### config.mk
export PLATFORM = sky130hd
export DESIGN_NAME = track_map_arbiter_flat
export DESIGN_NICKNAME = d
export VERILOG_FILES = /design/src/rtl/track_map_arbiter_if.sv /design/src/rtl/track_map_arbiter.sv /design/src/flat_wrapper.sv
export SDC_FILE = /design/constraint.sdc
export NUM_CORES = 1
export LEC_CHECK = 0
export ABC_AREA = 1
export CELL_PAD_IN_SITES_DETAIL_PLACEMENT = 0
export CELL_PAD_IN_SITES_GLOBAL_PLACEMENT = 1
export CORE_ASPECT_RATIO = 1.25
export CORE_UTILIZATION = 38
export DETAILED_ROUTE_END_ITERATION = 7
export DONT_BUFFER_PORTS = 1
export GPL_ROUTABILITY_DRIVEN = 0
export HOLD_SLACK_MARGIN = 0.03
export PLACE_DENSITY = 0.66
export REMOVE_ABC_BUFFERS = 1
export SLEW_MARGIN = 20
export SYNTH_ARGS = -nofsm -noshare
export SYNTH_HDL_FRONTEND = slang
export SYNTH_SLANG_ARGS = --single-unit
### constraint.sdc
create_clock -name clk_in -period 1.7 [get_ports clk_in]
set_input_delay 0.255 -clock clk_in [delete_from_list [all_inputs] [get_ports clk_in]]
set_output_delay 0.255 -clock clk_in [all_outputs]
set_load 0.01 [all_outputs]
### src/rtl/track_map_arbiter_if.sv
// Track map port bundle: render fetch, physics handshake and the BRAM read port.
// The arbiter sits on the slave side; requesters and the BRAM sit on the master side.
interface track_map_arbiter_if #(
    parameter int ADDR_W = 14,
    parameter int DATA_W = 4
);
    logic              rv_req_in;
    logic [ADDR_W-1:0] rv_addr_in;
    logic              rv_valid_out;
    logic [DATA_W-1:0] rv_data_out;

    logic              ph_req_in;
    logic [ADDR_W-1:0] ph_addr_in;
    logic              ph_ready_out;
    logic              ph_valid_out;
    logic [DATA_W-1:0] ph_data_out;
    logic [7:0]        ph_wait_out;

    logic              mem_en_out;
    logic [ADDR_W-1:0] mem_addr_out;
    logic [DATA_W-1:0] mem_data_in;

    modport slave (
        input  rv_req_in, rv_addr_in, ph_req_in, ph_addr_in, mem_data_in,
        output rv_valid_out, rv_data_out, ph_ready_out, ph_valid_out,
               ph_data_out, ph_wait_out, mem_en_out, mem_addr_out
    );

    modport master (
        output rv_req_in, rv_addr_in, ph_req_in, ph_addr_in, mem_data_in,
        input  rv_valid_out, rv_data_out, ph_ready_out, ph_valid_out,
               ph_data_out, ph_wait_out, mem_en_out, mem_addr_out
    );
endinterface

### src/rtl/track_map_arbiter.sv
// Track map BRAM read-port arbiter. Render fetches always win; physics lookups
// fill idle cycles. An owner-tag pipeline aligned with the BRAM latency steers
// each returning word to whichever side issued it.
// ADDR_W/DATA_W must match the parameters of the connected interface instance.
module track_map_arbiter #(
    parameter int ADDR_W = 14,
    parameter int DATA_W = 4,
    parameter int RD_LAT = 2
) (
    input  logic clk_in,
    input  logic rst_in,
    track_map_arbiter_if.slave bus
);
    localparam logic OWN_RV = 1'b0;
    localparam logic OWN_PH = 1'b1;

    logic              w_rv_issue;
    logic              w_ph_issue;
    logic              w_issue;
    logic [ADDR_W-1:0] w_issue_addr;
    logic              w_tail_vld;
    logic              w_tail_own;

    logic              r_mem_en;
    logic [ADDR_W-1:0] r_mem_addr;
    // Stage 0 lines up with mem_en_out; stage RD_LAT lines up with mem_data_in.
    logic [RD_LAT:0]   r_tag_vld;
    logic [RD_LAT:0]   r_tag_own;
    logic              r_rv_valid;
    logic [DATA_W-1:0] r_rv_data;
    logic              r_ph_valid;
    logic [DATA_W-1:0] r_ph_data;
    logic [7:0]        r_ph_wait;

    // Fixed-priority pick of this cycle's read: render first, physics otherwise.
    always_comb begin
        w_rv_issue   = bus.rv_req_in;
        w_ph_issue   = bus.ph_req_in && !bus.rv_req_in;
        w_issue      = w_rv_issue || w_ph_issue;
        w_issue_addr = w_rv_issue ? bus.rv_addr_in : bus.ph_addr_in;
        w_tail_vld   = r_tag_vld[RD_LAT];
        w_tail_own   = r_tag_own[RD_LAT];
    end

    // Ready does not depend on reset; acceptances during reset are simply lost.
    assign bus.ph_ready_out = !bus.rv_req_in;

    // Register the BRAM port; address holds through idle cycles.
    always_ff @(posedge clk_in or negedge rst_in) begin
        if (!rst_in) begin
            r_mem_en   <= 1'b0;
            r_mem_addr <= '0;
        end else begin
            r_mem_en <= w_issue;
            if (w_issue) begin
                r_mem_addr <= w_issue_addr;
            end
        end
    end

    // Owner-tag shift register tracking every read in flight.
    always_ff @(posedge clk_in or negedge rst_in) begin
        if (!rst_in) begin
            r_tag_vld <= '0;
            r_tag_own <= '0;
        end else begin
            r_tag_vld <= {r_tag_vld[RD_LAT-1:0], w_issue};
            r_tag_own <= {r_tag_own[RD_LAT-1:0], (w_ph_issue ? OWN_PH : OWN_RV)};
        end
    end

    // Route returning data to its owner; data registers hold between pulses.
    always_ff @(posedge clk_in or negedge rst_in) begin
        if (!rst_in) begin
            r_rv_valid <= 1'b0;
            r_rv_data  <= '0;
            r_ph_valid <= 1'b0;
            r_ph_data  <= '0;
        end else begin
            r_rv_valid <= w_tail_vld && (w_tail_own == OWN_RV);
            r_ph_valid <= w_tail_vld && (w_tail_own == OWN_PH);
            if (w_tail_vld && (w_tail_own == OWN_RV)) begin
                r_rv_data <= bus.mem_data_in;
            end
            if (w_tail_vld && (w_tail_own == OWN_PH)) begin
                r_ph_data <= bus.mem_data_in;
            end
        end
    end

    // Saturating wait counter for a physics request blocked by render traffic.
    always_ff @(posedge clk_in or negedge rst_in) begin
        if (!rst_in) begin
            r_ph_wait <= 8'd0;
        end else if (bus.ph_req_in && bus.rv_req_in) begin
            if (r_ph_wait != 8'hFF) begin
                r_ph_wait <= r_ph_wait + 8'd1;
            end
        end else begin
            r_ph_wait <= 8'd0;
        end
    end

    assign bus.mem_en_out   = r_mem_en;
    assign bus.mem_addr_out = r_mem_addr;
    assign bus.rv_valid_out = r_rv_valid;
    assign bus.rv_data_out  = r_rv_data;
    assign bus.ph_valid_out = r_ph_valid;
    assign bus.ph_data_out  = r_ph_data;
    assign bus.ph_wait_out  = r_ph_wait;
endmodule

### src/flat_wrapper.sv
// flat-port wrapper written by rule: the top's interface ports become plain ports
module track_map_arbiter_flat 
#(
    parameter int ADDR_W = 14,
    parameter int DATA_W = 4,
    parameter int RD_LAT = 2
)
  (clk_in, rst_in, bus_rv_req_in, bus_rv_addr_in, bus_ph_req_in, bus_ph_addr_in, bus_mem_data_in, bus_rv_valid_out, bus_rv_data_out, bus_ph_ready_out, bus_ph_valid_out, bus_ph_data_out, bus_ph_wait_out, bus_mem_en_out, bus_mem_addr_out);
  track_map_arbiter_if #(.ADDR_W(ADDR_W), .DATA_W(DATA_W)) bus_i ();
  input  logic clk_in;
  input  logic rst_in;
  input wire logic [$bits(bus_i.rv_req_in)-1:0] bus_rv_req_in;
  input wire logic [$bits(bus_i.rv_addr_in)-1:0] bus_rv_addr_in;
  input wire logic [$bits(bus_i.ph_req_in)-1:0] bus_ph_req_in;
  input wire logic [$bits(bus_i.ph_addr_in)-1:0] bus_ph_addr_in;
  input wire logic [$bits(bus_i.mem_data_in)-1:0] bus_mem_data_in;
  output wire logic [$bits(bus_i.rv_valid_out)-1:0] bus_rv_valid_out;
  output wire logic [$bits(bus_i.rv_data_out)-1:0] bus_rv_data_out;
  output wire logic [$bits(bus_i.ph_ready_out)-1:0] bus_ph_ready_out;
  output wire logic [$bits(bus_i.ph_valid_out)-1:0] bus_ph_valid_out;
  output wire logic [$bits(bus_i.ph_data_out)-1:0] bus_ph_data_out;
  output wire logic [$bits(bus_i.ph_wait_out)-1:0] bus_ph_wait_out;
  output wire logic [$bits(bus_i.mem_en_out)-1:0] bus_mem_en_out;
  output wire logic [$bits(bus_i.mem_addr_out)-1:0] bus_mem_addr_out;
  assign bus_i.rv_req_in = bus_rv_req_in;
  assign bus_i.rv_addr_in = bus_rv_addr_in;
  assign bus_i.ph_req_in = bus_ph_req_in;
  assign bus_i.ph_addr_in = bus_ph_addr_in;
  assign bus_i.mem_data_in = bus_mem_data_in;
  assign bus_rv_valid_out = bus_i.rv_valid_out;
  assign bus_rv_data_out = bus_i.rv_data_out;
  assign bus_ph_ready_out = bus_i.ph_ready_out;
  assign bus_ph_valid_out = bus_i.ph_valid_out;
  assign bus_ph_data_out = bus_i.ph_data_out;
  assign bus_ph_wait_out = bus_i.ph_wait_out;
  assign bus_mem_en_out = bus_i.mem_en_out;
  assign bus_mem_addr_out = bus_i.mem_addr_out;
  track_map_arbiter #(.ADDR_W(ADDR_W), .DATA_W(DATA_W), .RD_LAT(RD_LAT)) u_core (.clk_in(clk_in), .rst_in(rst_in), .bus(bus_i));
endmodule
## Word-level counts from Yosys, hierarchy flattened

Cells that the tools add are included.

- Logic and storage cells: 23
- Bits of input ports: 36
- Register bits after elaboration: 39
- Output and inout port bits: 34

- Add/sub/neg operators: 1
- Bitwise operators: 1
- Equality and inequality tests: 2
- Mux-type cells: 4
- Reductions and logical operators: 6

Operator list:

| cell | number |
|---|---|
| $mux 8 | 2 |
| $mux 14 | 1 |
| $add 8x1->8 const B | 1 |
| $ne 8x8->1 const B | 1 |
| $logic_and 1x1->1 | 4 |
| $ne 2x2->1 const B | 1 |
| $logic_not 1->1 | 1 |
| $logic_or 1x1->1 | 1 |
| $mux 1 | 1 |
| $not 1->1 | 1 |

## Logic depth before layout (Yosys ltp)

Gate-level depths: netlist (run 1).

- Word-level depth: 3
- Depth in mapped cells: 6

## Worst setup path before layout (run 1)

Ideal clock, no wire load.

- Kind: register to register
- From: reg u_core.r_ph_wait[0] (netlist: u_core.bus.ph_wait_out[0])
- To: reg u_core.r_ph_wait[4] (netlist: u_core.bus.ph_wait_out[4])
- Setup time: 0.118 ns
- Slack: 0.451 ns
- Stages on the path, launching flop included: 7
- Data required time: 1.582 ns
- Arrival: 1.131 ns
- Buffers on the path: 0
- Path through: dfrtp_1 -> ha_1 -> nand2_1 -> nor2_1 -> or2_1 -> nand3_1 -> nand2_1

- Cells in the longest elaborated chain, start to end: 3
- Elaborated cells between the ends (all ways): 5

Ends and longest elaborated chain:

| what | line | source |
|---|---|---|
| start: declaration | track_map_arbiter.sv:33 | `logic [7:0] r_ph_wait;` |
| start signal: assignment | track_map_arbiter.sv:97 | `r_ph_wait <= r_ph_wait + 8'd1;` |
| $add 8x1->8 | track_map_arbiter.sv:97 |  |
| $mux 8 | track_map_arbiter.sv:96 | `if (r_ph_wait != 8'hFF) begin` |
| $mux 8 | track_map_arbiter.sv:95 | `end else if (bus.ph_req_in && bus.rv_req_in) begin` |

Several ways; a longest one is shown, not always the timed one. The select of a mux whose other input is x is not followed.
A chain may end at the register's enable or synchronous reset.

## Worst setup path in the final report (run 1)

Same ends and word-level chain as after synthesis.

==> results of run 1 <==
==> cell usage in the layout, fill, tap and decap left out <==
cell type	n
sky130_fd_sc_hd__buf_12	1
sky130_fd_sc_hd__inv_2	3
sky130_fd_sc_hd__o21ai_1	4
sky130_fd_sc_hd__o21bai_1	1
sky130_fd_sc_hd__o21ai_0	5
sky130_fd_sc_hd__clkbuf_8	6
sky130_fd_sc_hd__or2_1	1
sky130_fd_sc_hd__nand2_2	11
sky130_fd_sc_hd__a21oi_2	1
sky130_fd_sc_hd__nor2_4	3
sky130_fd_sc_hd__ha_1	1
sky130_fd_sc_hd__nand2_1	63
sky130_fd_sc_hd__nor2_2	1
sky130_fd_sc_hd__inv_1	12
sky130_fd_sc_hd__nor2_1	6
sky130_fd_sc_hd__dfrtp_1	38
sky130_fd_sc_hd__dlygate4sd3_1	1
sky130_fd_sc_hd__bufinv_16	2
sky130_fd_sc_hd__a21oi_1	1
sky130_fd_sc_hd__nand3_1	26
==> layer usage <==
metal	track usage	vias up	wire length (um)
met5	0	-	0
met4	0.0631	0	32
met3	0.0515	4	227
met2	0.255	52	1510
met1	0.172	505	1220
li1	-	579	-
==> repair_timing <==
item                       4_1_cts  5_1_grt
hold endpoints to repair        38        0
hold buffers                     2        0
setup endpoints to repair        0        0
==> flip-flops by register name (all words and copies together) (netlist names) <==
signal	cells
u_core.bus.mem_addr_out	14
u_core.bus.ph_data_out	4
u_core.bus.ph_valid_out	1
u_core.bus.ph_wait_out	8
u_core.bus.rv_data_out	4
u_core.bus.rv_valid_out	1
u_core.r_tag_own	3
u_core.r_tag_vld	3
==> worst max path at each step <==
stage | slack [ns] | cells past startpoint | to | start
after floorplan | 0.45 | 6 | u_core.bus.ph_wait_out[4]$_DFFE_PN0P_ | u_core.bus.ph_wait_out[0]$_DFFE_PN0P_
after global placement | 0.40 | 6 | u_core.bus.ph_wait_out[4]$_DFFE_PN0P_ | u_core.bus.ph_wait_out[0]$_DFFE_PN0P_
after detailed placement | 0.36 | 6 | u_core.bus.ph_wait_out[4]$_DFFE_PN0P_ | u_core.bus.ph_wait_out[0]$_DFFE_PN0P_
after CTS | 0.35 | 6 | u_core.bus.ph_wait_out[4]$_DFFE_PN0P_ | u_core.bus.ph_wait_out[0]$_DFFE_PN0P_
after global routing | 0.23 | 6 | u_core.bus.ph_wait_out[1]$_DFFE_PN0P_ | u_core.bus.ph_wait_out[1]$_DFFE_PN0P_
final | 0.36 | 6 | u_core.bus.ph_wait_out[4]$_DFFE_PN0P_ | u_core.bus.ph_wait_out[0]$_DFFE_PN0P_
==> layout make-up <==
cell class	count	share of cell area
timing repair buffer	2	0.0164
clock buffer	6	0.0451
sequential	38	0.519
multi-input combinational	124	0.318
clock inverter	2	0.0328
tap	56	0.0382
inverter	15	0.0307
==> where the power goes <==
group	leakage (nW)	internal, mW	switching, mW	total, mW
combinational	0.345	0.0453	0.0758	0.121
clock	0.0714	0.626	0.309	0.935
sequential	0.472	0.973	0.0775	1.05
total	0.888	1.64	0.463	2.11
==> synth_stat cells <==
library cell               number  area share
sky130_fd_sc_hd__a21oi_2        1      0.0054
sky130_fd_sc_hd__inv_2          3      0.0069
sky130_fd_sc_hd__buf_4          1      0.0046
sky130_fd_sc_hd__nand3_1       26       0.080
sky130_fd_sc_hd__a21oi_1        1      0.0031
sky130_fd_sc_hd__o21ai_0        5       0.015
sky130_fd_sc_hd__o21ai_1        4       0.012
sky130_fd_sc_hd__nor2_1         6       0.014
sky130_fd_sc_hd__o21bai_1       1      0.0046
sky130_fd_sc_hd__inv_1         12       0.028
sky130_fd_sc_hd__dfrtp_1       38        0.59
sky130_fd_sc_hd__nor2_4         3       0.021
sky130_fd_sc_hd__nor2_2         1      0.0039
sky130_fd_sc_hd__or2_1          1      0.0039
sky130_fd_sc_hd__buf_2          1      0.0031
sky130_fd_sc_hd__ha_1           1      0.0077
sky130_fd_sc_hd__buf_6          2       0.014
sky130_fd_sc_hd__nand2_2       11       0.042
sky130_fd_sc_hd__nand2_1       63        0.15
==> kinds of logic (layout without fill, tap and decap cells) <==
kind of cell,after synthesis,count (layout),share of synthesized area
compound gates,12,12,0.0408
fa+ha+maj,1,1,0.00770
buf+inv,19,25,0.0562
flops,38,38,0.585
simple gates,111,111,0.310
==> per-stage QoR <==
step | power (mW) | hold WS [ns] | instances
2_1_floorplan | 1.14 | -0.0406 | 177
3_3_place_gp | 1.16 | -0.0398 | 233
3_5_place_dp | 1.17 | -0.0399 | 233
4_1_cts | 2.14 | 0.0701 | 243
5_1_grt | 2.21 | 0.0690 | 243
6_report | 2.11 | 0.0806 | 243
==> worst reg2reg max path, delay by kind of cell, from the launching register on <==
family / cells / cell delay, ns
and+or+nand+nor: 5 / 0.54
DFF: 1 / 0.46
adders and majority gates: 1 / 0.25
==> impl.org, run 1 <==
** Drt
- Post-route DRC :: 0
- Total number of vias :: 1140
- Vias per cell :: 4.69
- First-pass iteration count of the detailed router :: 4
- Residual antenna-violating net count after detailed routing :: 0
- After detailed routing, the average wire length per cell comes to 12.3 um.
- Summed over all layers, the routed wires come to 2.99 mm.
- 1st-iter DRT viols :: 62

** Die
- The floorplan step defined a core boundary enclosing 4100 um2.
- Die height :: 75.1 um
- The die is 60.5 um wide.
- Die ar. :: 4540 um2
- Initial Utilization :: 0.397
- Row generation in the floorplan step produced 26 rows.
- In this run the count of I/O pins placed on the die edge is 70.

** Timing
- For the finished layout, the period the worst path requires is 1.34 ns.
- Setup violations remaining at the end of the flow were counted as 0.
- Adding up every negative setup slack in the final design gives 0 ns.
- Post-layout worst setup margin :: 0.361 ns
- Measured against its own limit, the worst slew margin works out to 0.693.
- The total count of hold-check failures in the final report is 0.
- Pin slew with the least headroom to its limit :: 0.459 ns
- In the finished design, the share of the clock period the worst path needs comes to 0.787.
- The number of max-slew violations in the final report came to 0.
- Worst setup skew after layout :: 0.00601 ns
- Maximum achievable frequency :: 747 MHz
- Setup repair after global routing left no endpoint under its margin.

** Worst setup path
- In this design, the critical path's most frequently occurring cell is sky130_fd_sc_hd__nand2_1.
- Library cell contributing the largest single delay on the critical path :: sky130_fd_sc_hd__dfrtp_1
- The number of buffers and inverters on the critical path is 0.
- Critical path class :: flip-flop to flip-flop
- STA classifies the critical path endpoint as a flip-flop.
- Data arrival at the endpoint of the critical path :: 1.52 ns
- The setup check on the worst reg-to-reg path leaves a slack of 0.36 ns.
- Required @ worst endpoint :: 1.88 ns
- STA classifies the critical path startpoint as a flip-flop.
- Among cell families on the critical path, the largest total delay comes from simple AND/OR/NAND/NOR gates.
- Worst r2r src :: u_core.bus.ph_wait_out[0]$_DFFE_PN0P_
- The endpoint identified for the worst register-to-register timing path is u_core.bus.ph_wait_out[4]$_DFFE_PN0P_.
- Traced cell by cell, the critical path runs through ha_1, nand2_1, nor2_1, or2_1, nand3_1, nand2_1.
- CP Max Fanout :: 5
- On the worst path, the slowest cell contributes a delay of 0.46 ns.
- Length in cells of the worst reg-to-reg path :: 6

** Hold path
- Worst hold-check path type :: input pin to flip-flop
- The worst hold path passes through 2 cells.
- Hold path startpoint :: bus_ph_addr_in[12]
- Worst Hold End :: u_core.bus.mem_addr_out[12]$_DFFE_PN0P_

** CTS
- Clock net sink count :: 38
- Setup repair bufs after CTS :: 0
- Number of buffers added by the clock tree synthesis step :: 5
- The H-tree generated during clock tree synthesis spans 2 levels.
- Maximum number of buffers from clock root to sink :: 2
- Clock-pin slew was measured on the worst setup and hold paths at 0.08 ns.
- The cell sitting at the root of the clock tree is a sky130_fd_sc_hd__clkbuf_8.
- Clock latency on the worst-skew pair :: 0.28 ns
- Clock tree from TritonCTS :: built
- Number of gates resized after cts :: 0

** Pwr
- Maximum resistive drop on vdd :: 0.631 mV
- Dividing total power by cell area gives a power density of 1150 nW/um2.
- Total leakage power :: 0.888 nW

** Placed design
- Once placement finished, the instance area stood at 1660 um2.
- Detailed placement ended at an HPWL of 2.19 mm.
- Number of buffers added on ports :: 0
- At the placement stage, the worst setup path has a slack of 0.364 ns.

** Synthesis
- Register bit count reported by yosys :: 38
- For this run, the number of Yosys warnings is 0.
- A synthesized cell averages 8.98 um2.
- For this run, the register share of the synthesized area comes to 0.585.
- Synthesis produced a netlist whose cell count is 181.
- The cell area that synthesis handed to floorplanning was 1630 um2.
- Number of distinct standard cells referenced by the synthesized netlist :: 19

** Global route
- Overall Global Routing Usage :: 0.151
- Total congestion overflow :: 0
- The via count of the first global-routing pass was 1137.
- Wire length of the first global-routing pass :: 4.97 mm
- The number of antenna violations at the first check in global routing is 0.
- Entering global routing, the biggest net connects 39 pins.

** Cells and area
- Final net count :: 223
- Fill count :: 410
- Area of the multi-input gates :: 583 um2
- Of the cells placed in the final design, the portion with a size suffix greater than 1 is 0.150.
- For this run, the share of the core covered by cells in the final layout is 0.447.
- The repair_antennas step left the layout with diodes totalling 0.
- After routing the design area is 1830 um2.
- Area Growth Syn to Fin :: 12.8%
- Total area of sequential cells :: 951 um2

** Status
- The flow ran to the end, and the final reports show no timing, DRC or antenna violations.

** Job
- Across the run, the number of max-cap violations was 0.
No activity file was read; power rests on OpenSTA's default activity.
==> run 2: changes to the inputs <==
Clock period 1.7 ns to 1.4 ns, I/O delays scaled along.
==> impl.org, run 2 (synthesis gave the netlist of run 1 again) <==
** Worst setup path
- In this run the critical register-to-register path is launched from u_core.bus.ph_wait_out[0]$_DFFE_PN0P_.
- CP Max Fanout :: 4 (-1)
- Length in cells of the worst reg-to-reg path :: 6 (unchanged)
- The critical path arrival is 1.40 ns (-0.12 ns).
- Category of the worst setup path launch point :: flip-flop
- Critical Path Sink Type :: flip-flop
- Critical path class :: flip-flop to flip-flop
- Source of the critical timing path :: u_core.bus.ph_wait_out[0]$_DFFE_PN0P_
- The required arrival time at the worst endpoint was 1.57 ns (-0.31 ns).

** Pwr
- The total leakage power came to 0.919 nW (+3.5%).
- Maximum resistive drop on vdd :: 0.675 mV (+7.0%)
- The power per unit of standard cell area came to 1350 nW/um2 (+18%).
- The overall power is 2.57 mW (+22%).

** CTS
- The post-CTS clock slew at the launch and capture registers of the worst setup and hold paths came to 0.07 ns (about the same).
- The H-tree depth came to 2 (unchanged).
- In this run the clock root is driven by a sky130_fd_sc_hd__clkbuf_8.
- Number of buffers added by the clock tree synthesis step :: 5 (unchanged)
- The number of buffers on the longest clock path came to 2 (unchanged).
- TritonCTS built the clock tree.
- Number of gates resized after cts :: 0 (unchanged)
- The clock latency reported for the late side of the worst-skew pair came to 0.28 ns (about the same).
- Clock net sink count :: 38 (unchanged)
- The post-CTS setup-driven buffer insertion count came to 0 (unchanged).

** Global route
- Vias in the first global route :: 1189 (+4.6%)
- The global routing stage identified its most utilized layer as met2.
- Number of antenna violations at the first check in global routing :: 0 (unchanged)
- The overall fraction of global-route tracks in use came to 0.147 (-0.00372).
- The global routing usage on met2 was 0.258 (+0.00244).
- The global routing met1 resource utilization is 0.155 (-0.0179).
- The met3 global-route usage is 0.0395 (-0.0120).
- The wire length of the first global-routing pass came to 4.84 mm (-2.6%).
- Maximum number of pins on one net before global-route repair :: 39 (unchanged)
- The sum of overflow across all layers after global routing came to 0 (unchanged).

** Cells and area
- The count of inserted antenna diode cells came to 0 (unchanged).
- Total area of sequential cells :: 951 um2 (unchanged)
- The total non-filler cell area in the finished layout was 1900 um2 (+3.5%).
- Utilization after layout :: 0.463 (+0.0159)
- The area of the multi-input gates was 583 um2 (unchanged).
- Final net count :: 230 (+3.1%)
- Commonest non-fill, non-tap cells in the layout :: sky130_fd_sc_hd__nand2_1 (63), sky130_fd_sc_hd__dfrtp_1 (38), sky130_fd_sc_hd__nand3_1 (26), sky130_fd_sc_hd__inv_1 (12), sky130_fd_sc_hd__nand2_2 (11)
- The library cell used most frequently in the layout, excluding fill and tap cells, is sky130_fd_sc_hd__nand2_1.
- From synthesis to final layout, the design area changed by 16.8%.
- Fill count :: 410 (unchanged)
- Cell Count, Final, Fillers Out :: 250 (+2.9%)
- The fraction of final layout cells with drive strength greater than 1 is 0.155 (+0.00491).
- The number of flip-flops in the largest register came to 14 (unchanged).

** Timing
- Setup repair after global routing left no endpoint under its margin.
- Period minus WS final :: 1.23 ns (-0.109 ns)
- Hold violation total from the final report :: 0 (unchanged)
- Final setup fails :: 0 (unchanged)
- The maximum clock frequency was 813 MHz (+8.8%).
- The slew at the pin closest to its max-slew limit is 0.456 ns (-0.00363 ns).
- Max transition margin :: 0.696 (+0.00243)
- The setup clock skew after layout came to 0.00111 ns (-0.00490 ns).
- Sum Neg Setup Slack :: 0 ns (unchanged)
- The number of max-slew violations in the final report came to 0 (unchanged).
- The period utilization is 0.878 (+0.0911).

** Drt
- Vias per cell :: 4.78 (+1.8%)
- Final routed wire length divided by cell count :: 12.0 um (-2.3%)
- 1st-iter DRT viols :: 39 (-37%)
- Post-route DRC :: 0 (unchanged)
- The remaining antenna violation count is 0 (unchanged).
- The number of vias after detailed routing came to 1194 (+4.7%).
- The number of search-and-repair iterations in the first detailed-routing pass is 4 (unchanged).
- The sum of routed wire length over all layers is 3.00 mm (+0.50%).

** Placed design
- Post-detailed-placement cell area :: 1680 um2 (+0.90%)
- HPWL Detailed :: 2.18 mm (-0.70%)
- The instance count after placement with tap cells included was 235 (+0.86%).
- Number of buffers added on ports :: 0 (unchanged)

** Hold path
- The worst hold path begins at bus_ph_addr_in[8].
- Count of cells along the worst hold path :: 2 (unchanged)
- The worst hold path belongs to the class input pin to flip-flop.

** Die
- The die height is 75.1 um (unchanged).
- The starting density of the core came to 0.397 (unchanged).
- The standard-cell row count was 26 (unchanged).
- CORE AREA :: 4100 um2 (unchanged)
- I/O pin cnt :: 70 (unchanged)
- The overall die area was 4540 um2 (unchanged).
- Die extent in x :: 60.5 um (unchanged)

** Status
- The run finished with clean final reports.

** Job
- The max-capacitance violation count came to 0 (unchanged).
run 2: cell count changes in the layout (fill, tap and decap cells not counted):
cell	before	now
sky130_fd_sc_hd__dlygate4sd3_1	1	6
sky130_fd_sc_hd__buf_4	0	2
run 2: worst max-delay path, stage by stage (launching register included):
cell,delay [ns]
sky130_fd_sc_hd__dfrtp_1,0.39
sky130_fd_sc_hd__ha_1,0.21
sky130_fd_sc_hd__nand2_1,0.13
sky130_fd_sc_hd__nor2_1,0.08
sky130_fd_sc_hd__or2_1,0.21
sky130_fd_sc_hd__nand3_1,0.06
sky130_fd_sc_hd__nand2_1,0.05
run 2: where the power goes:
part	internal [mW]	switching [mW]	leakage (nW)
combinational	0.0672	0.100	0.376
clock	0.760	0.367	0.0714
sequential	1.18	0.0907	0.472
total	2.01	0.558	0.919
run 2: final cells by class:
class / instances / share of cell area
flip-flops and latches: 38 / 0.501
multi-input cells: 124 / 0.307
repair buffers: 9 / 0.0501
clock buffers: 6 / 0.0435
well taps: 56 / 0.0369
clock inverters: 2 / 0.0316
inverters: 15 / 0.0297
run 2: metrics by stage:
stage	hold slack, ns	setup slack, ns
2_1_floorplan	-0.0856	0.151
3_3_place_gp	-0.0848	0.208
3_5_place_dp	-0.0849	0.176
4_1_cts	0.0305	0.164
5_1_grt	0.0360	0.0411
6_report	0.0401	0.170
run 2: final timing paths:
kind | endpoint | slack [ns]
min reg2reg | u_core.r_tag_vld[2]$_DFF_PN0_ | 0.35
max in group asynchronous | u_core.bus.mem_addr_out[6]$_DFFE_PN0P_ | 0.85
min in group asynchronous | u_core.bus.rv_data_out[0]$_DFFE_PN0P_ | 0.38
max reg2reg | u_core.bus.ph_wait_out[4]$_DFFE_PN0P_ | 0.17
max | u_core.bus.ph_wait_out[4]$_DFFE_PN0P_ | 0.17
min | u_core.bus.mem_addr_out[8]$_DFFE_PN0P_ | 0.04
run 2: what timing repair did:
item | 4_1_cts | 5_1_grt
endpoints found under the setup margin | 0 | 0
endpoints found under the hold margin | 43 | 0
hold buffers | 7 | 0
run 2: per-layer routing:
metal / share of wire / vias up
met5: 0 / -
met4: 0.014 / 0
met3: 0.075 / 6
met2: 0.52 / 59
met1: 0.39 / 539
li1: - / 590
==> run 3: changes to the inputs <==
Settings changed: GPL_ROUTABILITY_DRIVEN 0 to unset.
==> results of run 3 <==
Final layout, timing and power as in run 2 (identical DEF).
